<file path="config.mk">
export PLATFORM = sky130hd
export DESIGN_NAME = seg7_scan_ctrl_flat
export DESIGN_NICKNAME = d
export VERILOG_FILES = /design/src/rtl/seg7_pkg.sv /design/src/rtl/seg7_scan_ctrl_if.sv /design/src/rtl/seg7_hex_decode.sv /design/src/rtl/seg7_scan_ctrl.sv /design/src/flat_wrapper.sv
export SDC_FILE = /design/constraint.sdc
export NUM_CORES = 1
export LEC_CHECK = 0
export CORE_MARGIN = 2
export CORE_UTILIZATION = 50
export DETAILED_ROUTE_END_ITERATION = 6
export PLACE_DENSITY = 0.74
export SKIP_LAST_GASP = 1
export SLEW_MARGIN = 20
export SYNTH_ARGS = -nofsm -noshare
export SYNTH_HDL_FRONTEND = slang
export SYNTH_SLANG_ARGS = --single-unit
</file>
<file path="constraint.sdc">
create_clock -name clk -period 11.6 [get_ports clk]
set_clock_uncertainty 0.2 [all_clocks]
set_input_delay 2.9 -clock clk [delete_from_list [all_inputs] [get_ports clk]]
set_output_delay 2.9 -clock clk [all_outputs]
set_load 0.005 [all_outputs]
</file>
<file path="src/rtl/seg7_pkg.sv">
// Shared definitions for the seg7 scan controller: display modes,
// segment bit positions and the hex-to-segment pattern table.
package seg7_pkg;

    typedef enum logic [1:0] {
        MODE_HEX     = 2'd0,
        MODE_RAW     = 2'd1,
        MODE_HEX_LZB = 2'd2,
        MODE_BLANK   = 2'd3
    } mode_e;

    // Segment bit positions in the logical {dp,g,f,e,d,c,b,a} byte
    localparam int unsigned SEG_A  = 0;
    localparam int unsigned SEG_B  = 1;
    localparam int unsigned SEG_C  = 2;
    localparam int unsigned SEG_D  = 3;
    localparam int unsigned SEG_E  = 4;
    localparam int unsigned SEG_F  = 5;
    localparam int unsigned SEG_G  = 6;
    localparam int unsigned SEG_DP = 7;

    // Logical (1 = lit) g..a patterns, entry i is the glyph for nibble i
    localparam logic [15:0][6:0] HEX_SEG = {
        7'h71, 7'h79, 7'h5E, 7'h39, 7'h7C, 7'h77, 7'h6F, 7'h7F,
        7'h07, 7'h7D, 7'h6D, 7'h66, 7'h4F, 7'h5B, 7'h06, 7'h3F
    };

endpackage

</file>
<file path="src/rtl/seg7_scan_ctrl_if.sv">
// Display-register side of the scan controller: load strobe, display
// data and the pending / frame status returned to the CPU.
interface seg7_scan_ctrl_if #(
    parameter int unsigned N_DIGITS = 8,
    parameter int unsigned BRIGHT_W = 4
);
    logic                  i_load;
    logic [1:0]            i_mode;
    logic [4*N_DIGITS-1:0] i_hex;
    logic [8*N_DIGITS-1:0] i_raw;
    logic [N_DIGITS-1:0]   i_dp;
    logic [BRIGHT_W-1:0]   i_bright;
    logic                  o_pending;
    logic                  o_frame_done;

    modport master (
        output i_load, i_mode, i_hex, i_raw, i_dp, i_bright,
        input  o_pending, o_frame_done
    );

    modport slave (
        input  i_load, i_mode, i_hex, i_raw, i_dp, i_bright,
        output o_pending, o_frame_done
    );
endinterface

</file>
<file path="src/rtl/seg7_hex_decode.sv">
// Combinational hex nibble to logical 7-segment (g..a, 1 = lit) decoder.
module seg7_hex_decode
    import seg7_pkg::*;
(
    input  logic [3:0] i_nibble,
    output logic [6:0] o_seg
);

    // Table lookup of the glyph for the current nibble
    always_comb begin
        o_seg = HEX_SEG[i_nibble];
    end

endmodule

</file>
<file path="src/rtl/seg7_scan_ctrl.sv">
// Multiplexed 7-segment scan controller for N_DIGITS common-select digits
// with double-buffered display data, PWM brightness and several modes.
module seg7_scan_ctrl
    import seg7_pkg::*;
#(
    parameter int unsigned N_DIGITS       = 8,
    parameter int unsigned DIV_W          = 15,
    parameter int unsigned BRIGHT_W       = 4,
    parameter bit          SEG_ACTIVE_LOW = 1'b1,
    parameter bit          SEL_ACTIVE_LOW = 1'b1
) (
    input  logic                clk,
    input  logic                rst,
    seg7_scan_ctrl_if.slave     bus,
    output logic [7:0]          o_seg,
    output logic [N_DIGITS-1:0] o_sel
);

    localparam int unsigned    IDX_W    = (N_DIGITS > 1) ? $clog2(N_DIGITS) : 1;
    localparam logic [IDX_W-1:0] LAST_IDX = IDX_W'(N_DIGITS - 1);

    typedef struct packed {
        mode_e                 mode;
        logic [4*N_DIGITS-1:0] hex;
        logic [8*N_DIGITS-1:0] raw;
        logic [N_DIGITS-1:0]   dp;
        logic [BRIGHT_W-1:0]   bright;
    } disp_t;

    localparam disp_t DISP_RST = '{mode: MODE_HEX, hex: '0, raw: '0, dp: '0, bright: '1};

    logic [DIV_W-1:0] prescaler;
    logic [IDX_W-1:0] idx;
    logic             tick;
    logic             commit;
    disp_t            shadow;
    disp_t            active;
    disp_t            load_data;
    logic             pending;
    logic             frame_done;

    logic [3:0]          cur_nib;
    logic [7:0]          cur_raw;
    logic                cur_dp;
    logic                lz_acc;
    logic                lz_blank;
    logic [6:0]          hex_seg;
    logic                pwm_on;
    logic                lit;
    logic [7:0]          seg_n;
    logic [N_DIGITS-1:0] sel_n;

    assign tick   = &prescaler;
    assign commit = tick && (idx == LAST_IDX);

    assign load_data = '{
        mode:   mode_e'(bus.i_mode),
        hex:    bus.i_hex,
        raw:    bus.i_raw,
        dp:     bus.i_dp,
        bright: bus.i_bright
    };

    assign bus.o_pending    = pending;
    assign bus.o_frame_done = frame_done;

    // Free-running slot prescaler and digit index with explicit wrap
    always_ff @(posedge clk or posedge rst) begin
        if (rst) begin
            prescaler <= '0;
            idx       <= '0;
        end else begin
            prescaler <= prescaler + DIV_W'(1);
            if (tick) begin
                idx <= (idx == LAST_IDX) ? '0 : idx + IDX_W'(1);
            end
        end
    end

    // Shadow/active double buffer; commit only at the frame wrap so a frame
    // never mixes old and new data. A load coinciding with the commit lands
    // in the shadow while the active copy takes the previous shadow.
    always_ff @(posedge clk or posedge rst) begin
        if (rst) begin
            shadow     <= DISP_RST;
            active     <= DISP_RST;
            pending    <= 1'b0;
            frame_done <= 1'b0;
        end else begin
            frame_done <= commit;
            if (commit && pending) begin
                active <= shadow;
            end
            if (bus.i_load) begin
                shadow  <= load_data;
                pending <= 1'b1;
            end else if (commit) begin
                pending <= 1'b0;
            end
        end
    end

    // Select the current digit's data and its leading-zero status; the scan
    // runs from the top digit down so lz_acc covers nibbles k..N_DIGITS-1
    always_comb begin
        cur_nib  = '0;
        cur_raw  = '0;
        cur_dp   = 1'b0;
        lz_acc   = 1'b1;
        lz_blank = 1'b0;
        for (int unsigned k = N_DIGITS; k > 0; k--) begin
            lz_acc = lz_acc & (active.hex[4*(k-1) +: 4] == 4'd0);
            if (idx == IDX_W'(k - 1)) begin
                cur_nib  = active.hex[4*(k-1) +: 4];
                cur_raw  = active.raw[8*(k-1) +: 8];
                cur_dp   = active.dp[k-1];
                lz_blank = lz_acc && (k != 1);
            end
        end
    end

    seg7_hex_decode u_hex_decode (
        .i_nibble (cur_nib),
        .o_seg    (hex_seg)
    );

    // Logical segment/select value for the current digit, gated by PWM
    always_comb begin
        pwm_on = (prescaler[DIV_W-1 -: BRIGHT_W] <= active.bright);
        lit    = pwm_on;
        seg_n  = '0;
        sel_n  = '0;
        unique case (active.mode)
            MODE_HEX: begin
                seg_n         = {1'b0, hex_seg};
                seg_n[SEG_DP] = cur_dp;
            end
            MODE_RAW: begin
                seg_n = cur_raw;
            end
            MODE_HEX_LZB: begin
                seg_n         = {1'b0, hex_seg};
                seg_n[SEG_DP] = cur_dp;
                if (lz_blank) begin
                    lit = 1'b0;
                end
            end
            default: begin
                lit = 1'b0;
            end
        endcase
        if (lit) begin
            sel_n = N_DIGITS'(1) << idx;
        end else begin
            seg_n = '0;
        end
    end

    // Output register with pin polarity applied at its input
    always_ff @(posedge clk or posedge rst) begin
        if (rst) begin
            o_seg <= SEG_ACTIVE_LOW ? '1 : '0;
            o_sel <= SEL_ACTIVE_LOW ? '1 : '0;
        end else begin
            o_seg <= SEG_ACTIVE_LOW ? ~seg_n : seg_n;
            o_sel <= SEL_ACTIVE_LOW ? ~sel_n : sel_n;
        end
    end

endmodule

</file>
<file path="src/flat_wrapper.sv">
// flat-port wrapper written by rule: the top's interface ports become plain ports
module seg7_scan_ctrl_flat import seg7_pkg::*;
#(
    parameter int unsigned N_DIGITS       = 8,
    parameter int unsigned DIV_W          = 15,
    parameter int unsigned BRIGHT_W       = 4,
    parameter bit          SEG_ACTIVE_LOW = 1'b1,
    parameter bit          SEL_ACTIVE_LOW = 1'b1
)
  (clk, rst, o_seg, o_sel, bus_i_load, bus_i_mode, bus_i_hex, bus_i_raw, bus_i_dp, bus_i_bright, bus_o_pending, bus_o_frame_done);
  seg7_scan_ctrl_if #(.N_DIGITS(N_DIGITS), .BRIGHT_W(BRIGHT_W)) bus_i ();
  input  logic clk;
  input  logic rst;
  output logic [7:0] o_seg;
  output logic [N_DIGITS-1:0] o_sel;
  input wire logic [$bits(bus_i.i_load)-1:0] bus_i_load;
  input wire logic [$bits(bus_i.i_mode)-1:0] bus_i_mode;
  input wire logic [$bits(bus_i.i_hex)-1:0] bus_i_hex;
  input wire logic [$bits(bus_i.i_raw)-1:0] bus_i_raw;
  input wire logic [$bits(bus_i.i_dp)-1:0] bus_i_dp;
  input wire logic [$bits(bus_i.i_bright)-1:0] bus_i_bright;
  output wire logic [$bits(bus_i.o_pending)-1:0] bus_o_pending;
  output wire logic [$bits(bus_i.o_frame_done)-1:0] bus_o_frame_done;
  assign bus_i.i_load = bus_i_load;
  assign bus_i.i_mode = bus_i_mode;
  assign bus_i.i_hex = bus_i_hex;
  assign bus_i.i_raw = bus_i_raw;
  assign bus_i.i_dp = bus_i_dp;
  assign bus_i.i_bright = bus_i_bright;
  assign bus_o_pending = bus_i.o_pending;
  assign bus_o_frame_done = bus_i.o_frame_done;
  seg7_scan_ctrl #(.N_DIGITS(N_DIGITS), .DIV_W(DIV_W), .BRIGHT_W(BRIGHT_W), .SEG_ACTIVE_LOW(SEG_ACTIVE_LOW), .SEL_ACTIVE_LOW(SEL_ACTIVE_LOW)) u_core (.clk(clk), .rst(rst), .bus(bus_i), .o_seg(o_seg), .o_sel(o_sel));
endmodule
</file>
* Word-level counts from Yosys, hierarchy flattened
Memory sizes are Yosys's and may differ from the RTL's. Cells that the tools add are included.
Operators by class: add/sub/neg operators 2, order comparisons 2, eq/ne operators 9, shift operators 1, multiplexer cells 41, bitwise gates (word level) 8, reduce and logical (&&, ||, !) cells 15
Operator list (number):
- $mux 8 | 10
- $mux 4 | 8
- $logic_not 4->1 | 7
- $mux 1 | 19
- $not 8->8 | 2
- $pmux 8 s2 | 1
- $add 15x1->15 const B | 1
- $reduce_and 15->1 | 1
- $eq 3x3->1 const B | 4
- $shl 1x3->8 const A | 1
- $mux 7 | 1
- $and 1x1->1 | 6
- $eq 3x2->1 const B | 2
- $lt 4x5->1 const B | 1
- $le 4x4->1 | 1
- $reduce_or 2->1 | 2
- $add 3x1->3 const B | 1
- $eq 3x1->1 const B | 1
- $logic_not 3->1 | 1
- $mux 3 | 1
- $eq 2x1->1 const B | 1
- $eq 2x2->1 const B | 1
- $logic_and 1x1->1 | 2
- $logic_not 2->1 | 1
- 2 further kinds | 2
Storage, ports and cells: flip-flop bits (word level) 256, memory bits (read-only) 112, bits of input ports 113, logic and storage cells 95, memories kept 1
Memories:
- (no name shown) | depth 16, width 7, read ports 1, clocked after memory_dff 0, wr ports 0, RTL line seg7_hex_decode.sv:11 | o_seg = HEX_SEG[i_nibble];

* Depth between registers and ports, before layout
depth in word-level cells 14, depth in mapped cells 14

* Modules after synthesis
From an unflattened synthesis, not the netlist that was laid out.
Second synthesis, totals: cells, all modules 853, area, all modules 11558.6 um2
By module, submodules not included:
- seg7_scan_ctrl | times used 1, cells each 820, area an instance 11268.3 um2
- seg7_hex_decode | times used 1, cells each 33, area an instance 290.3 um2

* Least setup slack after synthesis
Ideal clock, no wire load.
path type input to register, start point input port bus_i_load, end point register u_core.shadow[102] in the netlist's numbering, setup time 125 ps, data arrival time 3868 ps, data required time 11275 ps, path slack 7407 ps, cell stages on the path 3, buffers on the path 2, cells stage by stage clkbuf_1 -> clkbuf_1 -> mux2_2
RTL lines:
- start: declaration | RTL line flat_wrapper.sv:16 | input wire logic [$bits(bus_i.i_load)-1:0] bus_i_load;
- end signal: assignment | RTL line seg7_scan_ctrl.sv:95 | shadow <= load_data;
- end: declaration | RTL line seg7_scan_ctrl.sv:36 | disp_t shadow;
No word-level cell between the ends.

* Worst setup path in the final report
start point register u_core.o_sel[6], end point output port o_sel[6]
RTL lines:
- start: declaration | RTL line seg7_scan_ctrl.sv:16 | output logic [N_DIGITS-1:0] o_sel
- start signal: assignment | RTL line seg7_scan_ctrl.sv:163 | o_sel <= SEL_ACTIVE_LOW ? '1 : '0;
- start signal: assignment | RTL line seg7_scan_ctrl.sv:166 | o_sel <= SEL_ACTIVE_LOW ? ~sel_n : sel_n;
- end: declaration | RTL line flat_wrapper.sv:15 | output logic [N_DIGITS-1:0] o_sel;
No word-level cell between the ends.

==> results.toml <==
[outcome]
status = "finished, final reports clean"

[sta]
setup-tns-final_ns = 0
finalMaxSlewViolations = 0
slew-limit-headroom_pct = 30.0
rsz0062_at_grt = "false"
max_freq_mhz = 214
worst_slew_pin_slew_ns = 1.05
post-route-period-util_pct = 40.2
fin_ws_ns = 6.94
hold_viol_final = 0
min_period_ns = 4.66
finalSetupViolCount = 0

[grt]
track_usage_pct = 20.7
overflow = 0
grt_pass1_vias = 7359
antenna_found_initial = 0
grt_max_degree = 109
grt_pass1_wl_um = 40200

[yosys]
synth-main-ff-cell = "dfrtp_1"
synth_fp_nets = 979
ys_ff_latch = 256
synth_edf_count = 0
yosys_warnings = 0
yosysSeqAreaShare_pct = 55.3
ys_types = 69
synth_top_cell_by_area = "dfrtp_1"
synthCells = 849
syn-cell-area_um2 = 11600
synth_top_area_share_pct = 49.8
syn_area_per_cell_um2 = 13.7
async_reset_ff_share_pct = 100
ys_top_cells_by_area = "dfrtp_1 50%, mux2_4 13%, mux2_2 12%, dfstp_2 5.4%, ha_1 1.8%"

[cells_and_area]
area_delta_synth_final_pct = 20.3
n_antenna_cell = 0
layout-drive-gt1-share_pct = 31.4
nets = 1100

[clock_network]
postCtsHoldBufs = 0
cts_made_buffers = 27
cts_tree = "yes"
ctsResizeCount = 0
cts_buffer_depth = 3
cts_root_buffer = "clkbuf_16"
clock-sinks = 256
insertion_delay_ns = 0.52
cts_setup_buffers = 0
h-tree-depth = 1
clkTransAtPathRegs_ns = 0.06

[floorplanning]
start_util_pct = 51.1
core_um2 = 22800
io_pins = 131
dieHeight_um = 157
rows = 55
die-area_um2 = 24500
die_x_um = 157

[route]
drt_pass1_iterations = 5
viasPerCell = 5.56
drt_iter0_markers = 492
num_vias = 7233
wl_per_cell_um = 19.0
wl_um = 24700
drc = 0
antenna_left = 0

[placed_design]
dpl.hpwl_um = 16600
place_ws_ns = 6.43
gp_congestion = 0.893
portBuffers = 130

[pwr]
power_density_nw_per_um2 = 135
irDropWorstVdd_mv = 0.0963
p_leak_nw = 6.44

[critical_path]
slowest_stage = "dfstp_2"
r2r_cells = 11
worst-path-buf-inv = 1
cp_top_family = "flip-flops"
cp-start-kind = "register"
cpPeakStageDelay_ns = 0.54
cp_max_fo = 1
r2r_setup_slack_ns = 7.51
cp-end-kind = "output pin"
cp.depth = 1
worstPathCellList = "clkdlybuf4s50_1"
worst-setup-path-type = "register to output pin"
critPathRequiredTime_ns = 8.50
arrival_ns = 1.56

[hold_path]
hold_class = "register to register"
hold_path_depth = 1

[job]
cap_viol_max_count = 0
==> cell usage in the layout, fill, tap and decap left out, types with 16 or more instances in the layout <==
| master | n |
|---|---|
| a21oi_1 | 24 |
| clkbuf_16 | 27 |
| clkdlybuf4s50_1 | 129 |
| dfrtp_1 | 232 |
| dfstp_2 | 24 |
| ha_1 | 17 |
| inv_1 | 17 |
| mux2_2 | 122 |
| mux2_4 | 100 |
| nand2_1 | 44 |
| nand3_1 | 16 |
| nor2_1 | 25 |
| o21ai_0 | 31 |
==> worst paths after layout <==
kind,startpoint,endpoint
max,u_core.o_sel[6],o_sel[6]
min,u_core.prescaler[5],u_core.prescaler[5]
max reg2reg,u_core.idx[0],u_core.o_seg[0]
min reg2reg,u_core.prescaler[5],u_core.prescaler[5]
max in group asynchronous,rst,u_core.shadow[5]
min in group asynchronous,rst,u_core.shadow[66]
==> synthesized netlist by cell type (all sizes together), types with 3 or more instances <==
cell and count:
o21bai 3, inv 18, a22oi 3, buf 24, a21o 3, nand2b 7, xnor2 10, o2111ai 3
dfrtp 232, o22ai 6, nand3 16, clkbuf 24, a311oi 3, a221oi 8, o31ai 4, nor2 25
nor3 9, nor2b 10, mux2 223, o21ai 32, dfstp 24, xor2 3, nand2 45, nand4 4
and2 9, nor3b 3, o22a 7, and3 4, o221ai 4, a21oi 24, ha 17, a211oi 5
nor4 6
==> final cells by class <==
class                           instances  area, um2
Fill cell                            1710       8770
Sequential cell                       256       6440
Multi-Input combinational cell        526       4850
Timing Repair Buffer                  140       1380
Clock buffer                           37        783
Tap cell                              313        392
Clock inverter                         11       86.3
Inverter                               19       78.8
==> sequential cells by signal, indices dropped and copies added (netlist names) <==
register,count
u_core.idx,3
u_core.bus.o_pending,1
u_core.o_seg,8
u_core.active,110
u_core.bus.o_frame_done,1
u_core.shadow,110
u_core.o_sel,8
u_core.prescaler,15
==> through the flow <==
stage          std cells  util (%)  hold slack [ns]  total power, W  cell area, um2
3_5_place_dp        1253      57.6            0.257         0.00108           13100
4_1_cts             1301      61.4            0.268         0.00192           14000
3_3_place_gp        1253      57.6            0.253         0.00108           13100
6_report            1302      61.5            0.268         0.00189           14000
5_1_grt             1302      61.5            0.286         0.00196           14000
2_1_floorplan        849         -            0.237         0.00102           11600
==> cell families (layout without fill, tap and decap cells) <==
kind of cell | count (synthesis) | after routing | share of synthesized area, %
xor+xnor | 13 | 13 | 0.978
flops | 256 | 256 | 55.3
compound gates | 129 | 129 | 7.72
fa+ha+maj | 17 | 17 | 1.83
simple gates | 143 | 143 | 6.25
mux | 224 | 224 | 24.9
buf+inv | 67 | 207 | 3.08
==> metal layers <==
metal / global-route usage [%] / wire length [um] / up-vias
met2: 31.8 / 11300 / 243
li1: - / - / 3314
met5: 0 / 0 / -
met3: 3.41 / 1490 / 43
met1: 31.2 / 11400 / 3633
met4: 4.76 / 523 / 0
==> report_power, final <==
part / internal (W) / leakage, nW / total (W) / switching (W)
Sequential: 0.000933 / 3.23 / 0.000958 / 0.0000245
Clock: 0.000492 / 0.436 / 0.000828 / 0.000336
Combinational: 0.0000687 / 2.78 / 0.000109 / 0.0000398
Note: power is estimated with default switching activity, not from simulation.
